<file path="src/rtl/instr_fetch_unit.sv">
// instr_fetch_unit: PC owner and ready-handshaked instruction fetch stage for the single-cycle MIPS datapath
module instr_fetch_unit #(
  parameter logic [31:0] RESET_PC = 32'h0000_0000,
  parameter logic [31:0] NOP_WORD = 32'h0000_0000
) (
  input  logic        clk,
  input  logic        reset,
  input  logic [1:0]  PCSrc,
  input  logic        Branch,
  input  logic        Zero,
  input  logic [31:0] JrTarget,
  input  logic        ExStall,
  output logic [31:0] imem_addr,
  output logic        imem_req,
  input  logic        imem_ready,
  input  logic [31:0] imem_rdata,
  output logic [31:0] Instruction,
  output logic [5:0]  OpCode,
  output logic [5:0]  Funct,
  output logic [31:0] PC,
  output logic [31:0] PC_plus_4,
  output logic        InstrValid,
  output logic        AddrErr,
  output logic [31:0] RetireCount
);
  typedef enum logic [1:0] {IDLE, FETCH, EXEC} state_t;
  state_t      state;
  logic [31:0] branch_off;
  logic [31:0] next_pc;
  assign PC_plus_4  = PC + 32'd4;
  assign branch_off = {{14{Instruction[15]}}, Instruction[15:0], 2'b00};
  // jumps take priority; Branch only matters for the sequential/branch encoding
  assign next_pc = (PCSrc == 2'b01) ? {PC_plus_4[31:28], Instruction[25:0], 2'b00} :
                   (PCSrc == 2'b10) ? {JrTarget[31:2], 2'b00} :
                   (PCSrc == 2'b00 && Branch && Zero) ? PC_plus_4 + branch_off :
                   PC_plus_4;
  // request follows the state register, so an async reset drops it at once
  assign imem_req  = (state == FETCH);
  assign imem_addr = PC;
  assign OpCode    = Instruction[31:26];
  assign Funct     = Instruction[5:0];
  // fetch/execute sequencer: latch on ready, retire and advance PC when execute finishes
  always_ff @(posedge clk or negedge reset) begin
    if (!reset) begin
      state       <= IDLE;
      PC          <= RESET_PC;
      Instruction <= NOP_WORD;
      InstrValid  <= 1'b0;
      AddrErr     <= 1'b0;
      RetireCount <= 32'd0;
    end else begin
      case (state)
        IDLE: state <= FETCH;
        FETCH: if (imem_ready) begin
          Instruction <= imem_rdata;
          InstrValid  <= 1'b1;
          state       <= EXEC;
        end
        EXEC: if (!ExStall) begin
          PC          <= next_pc;
          RetireCount <= RetireCount + 32'd1;
          Instruction <= NOP_WORD;
          InstrValid  <= 1'b0;
          state       <= FETCH;
          if (PCSrc == 2'b10 && |JrTarget[1:0]) AddrErr <= 1'b1;
        end
        default: state <= IDLE;
      endcase
    end
  end
endmodule
</file>
<file path="config.mk">
export PLATFORM = sky130hd
export DESIGN_NAME = instr_fetch_unit
export DESIGN_NICKNAME = d
export VERILOG_FILES = /design/src/rtl/instr_fetch_unit.sv
export SDC_FILE = /design/constraint.sdc
export NUM_CORES = 1
export LEC_CHECK = 0
export BUFFER_PORTS_ARGS = -buffer_cell sky130_fd_sc_hd__buf_4
export CAP_MARGIN = 25
export CELL_PAD_IN_SITES_DETAIL_PLACEMENT = 0
export CELL_PAD_IN_SITES_GLOBAL_PLACEMENT = 1
export CORE_MARGIN = 1
export CORE_UTILIZATION = 29
export DETAILED_ROUTE_END_ITERATION = 12
export PLACE_DENSITY_LB_ADDON = 0.05
export SLEW_MARGIN = 20
export SYNTH_ARGS = -nofsm -noshare
export SYNTH_HDL_FRONTEND = slang
export SYNTH_SLANG_ARGS = --single-unit
</file>
<file path="constraint.sdc">
create_clock -name clk -period 8.76 [get_ports clk]
set_input_delay 0.876 -clock clk [delete_from_list [all_inputs] [get_ports clk]]
set_output_delay 0.876 -clock clk [all_outputs]
set_load 0.005 [all_outputs]
</file>
==> impl_metrics.json <==
{
  "routed_wl_um": 26100,
  "drtIter0Drc": 353,
  "critPathKind": "register to register",
  "ir_worst_vdd_uv": 109,
  "yosys-top-cells-area": "dfrtp_1 34%, ha_1 6.3%, xnor2_1 6.0%",
  "cts-root-buf": "clkbuf_16",
  "first_pass_iters": 4,
  "drc": 0,
  "cap_violations": 0,
  "hpwl_um": 19500,
  "regToRegSetupSlack_ns": 4.43,
  "cp.required_ns": 9.04,
  "grt_pass1_wl_um": 40000,
  "fillerInstances": 2583,
  "overflow": 0,
  "synth_top_family_by_area": "compound AO/OA/AOI/OAI gates",
  "path_max_fanout": 7,
  "initial_utilization": 0.298,
  "r2r-start": "PC[2]$_DFFE_PN0P_",
  "cts_htree_levels": 3,
  "ctsResizeCount": 0,
  "yosys.area_share.simple": 0.178,
  "cts_buffer_depth": 2,
  "post-route-period-util": 0.494,
  "synthesis.instances": 839,
  "fin_crit_ns": 4.33,
  "die_w_um": 161,
  "grt_max_degree": 72,
  "yosysTopAreaCellShare": 0.336,
  "final_layout_size_suffix_gt1_frac": 0.278,
  "synth_adder_area_share": 0.0662,
  "clk_pin_slew_ns": 0.08,
  "reg2reg_to": "PC[31]$_DFFE_PN0P_",
  "cp-start-kind": "register",
  "crit_start": "PC[2]$_DFFE_PN0P_",
  "drv_slew": 0,
  "syn_avg_cell_area_um2": 8.69,
  "rsz0062_at_grt": "false",
  "end_kind": "register",
  "io_buffers": 240,
  "antenna_found_initial": 0,
  "cts_buffers": 9,
  "first_global_vias": 6730,
  "vias": 6815,
  "yosysWarnings": 0,
  "grt_usage": 0.203,
  "synth_compound_area_frac": 0.207,
  "clock_sinks": 98,
  "cp-endpoint": "PC[31]$_DFFE_PN0P_",
  "clk_latency_ns": 0.36,
  "tns_ns": 0,
  "multi_input_area_um2": 4210,
  "power_density_nw_per_um2": 340,
  "path_cells": "ha_1 > nand4_1 > nor3_1 > and2_1 > and3_1 > xor2_1 > ha_1 > nand4_1 > nor2_1 > a211oi_1 > o311ai_0 > a21oi_1 > nor2_1 > o211ai_1 > nand2_1 > o221ai_1",
  "p_leak_nw": 4.51,
  "ys.flop_type": "dfrtp_1",
  "hold_class": "input pin to asynchronous set/reset pin",
  "final_hold_viol_count": 0,
  "critPathMaxStageDelay_ns": 0.47,
  "rows": 57,
  "skew_ns": 0.0123,
  "wl_per_cell_um": 19.4,
  "finalNetCount": 1128,
  "post-synth-top-count-cell": "dfrtp_1",
  "antenna_left": 0,
  "area_delta_synth_final_pct": 27.6,
  "synth_edf_count": 0,
  "maxSlewHeadroom": 0.385,
  "rr_worst_depth": 16,
  "synth_area_um2": 7290,
  "avgViaCountPerCell": 5.06,
  "synth_xor_area_frac": 0.101,
  "antenna_cells": 0,
  "synth.top_cells.by_count": "98 x dfrtp_1, 96 x nand2_1, 71 x nor2_1",
  "async_reset_ff_frac": 1.00,
  "worst_pin_slew_ns": 0.920,
  "synth_seq_cells": 98,
  "core_area_um2": 24500,
  "postCtsSetupBuffers": 0,
  "synthDistinctLibCells": 66,
  "routabilityCongestion": 0.839,
  "crit_arrival_ns": 4.61,
  "cts_tree": "yes",
  "ff_latch_area_um2": 2450,
  "outcome": "completed",
  "synth.area.mux_share": 0.0185,
  "fmax_mhz": 231,
  "synth_top_cell_by_area": "dfrtp_1",
  "cpMaxStageDelayCell": "dfrtp_1",
  "cts_hold_buf": 0,
  "finalSetupViolCount": 0,
  "design.portCount": 247,
  "finalPower_mw": 3.17,
  "synth_seq_area_share": 0.336,
  "die_y_um": 161,
  "die_area_um2": 25800
}
==> cells by family after synthesis <==
logic type | count (synthesis)
flip-flops | 98
adder cells (fa/ha/maj) | 38
other | 1
multiplexers | 11
AND/OR/NAND/NOR | 277
buffers and inverters | 104
AO/OA/AOI/OAI | 228
XOR/XNOR | 82
==> layout make-up <==
type / instances / share of cell area
clock buffers: 9 / 0.0242
clock inverters: 7 / 0.00847
inverters: 19 / 0.00767
multi-input cells: 642 / 0.452
flip-flops and latches: 98 / 0.264
well taps: 324 / 0.0436
repair buffers: 248 / 0.201
==> power breakdown <==
part / switching [mW] / internal [mW]
registers: 0.248 / 0.595
logic: 0.985 / 0.921
clock network: 0.214 / 0.203
total: 1.45 / 1.72
==> flip-flops by register name (all words and copies together), names as in the netlist <==
name         flops
PC              30
RetireCount     32
Instruction     32
state            2
AddrErr          1
InstrValid       1
==> metal layers <==
layer	vias to the layer above	share of wire	track usage
met5	-	0	0
met4	0	0.014	0.0476
met3	21	0.044	0.0292
met2	198	0.49	0.350
met1	3271	0.45	0.268
li1	3325	-	-
==> through the flow <==
step                      hold WS, ns  cells   util  cell area [um^2]  setup slack (ns)
final                           0.425   1347  0.380              9300              4.43
after global routing            0.450   1347  0.380              9300              3.83
after CTS                       0.430   1347  0.380              9300              4.35
after detailed placement        0.464   1331  0.368              9000              4.37
after global placement          0.461   1331  0.368              9000              4.43
after floorplan                 0.465    844      -              7310              5.20
==> worst max-delay path, delay by kind of cell, from the launching register on <==
kind,cells,cell delay [ns]
flip-flops,1,0.47
AND/OR/NAND/NOR,8,1.47
XOR/XNOR,1,0.36
AO/OA/AOI/OAI,5,1.35
adder cells (fa/ha/maj),2,0.60
==> worst min-delay path by stage <==
stage	from	to	slack (ns)	cells past startpoint
after floorplan	RetireCount[31]$_DFFE_PN0P_	RetireCount[31]$_DFFE_PN0P_	0.46	1
after global routing	reset	PC[30]$_DFFE_PN0P_	0.45	1
after detailed placement	AddrErr$_DFFE_PN0P_	AddrErr$_DFFE_PN0P_	0.46	1
after global placement	RetireCount[31]$_DFFE_PN0P_	RetireCount[31]$_DFFE_PN0P_	0.46	1
final	reset	PC[30]$_DFFE_PN0P_	0.42	1
after CTS	reset	PC[30]$_DFFE_PN0P_	0.43	1
==> cell usage in the layout, fill, tap and decap left out, types with 32 or more instances in the layout <==
cell,count
buf_4,247
dfrtp_1,98
nand2_1,95
nor2_1,69
a21oi_1,65
xnor2_1,50
o21ai_0,44
ha_1,37
nand3_1,35
a22o_1,32
(Power assumes the default switching activity.)
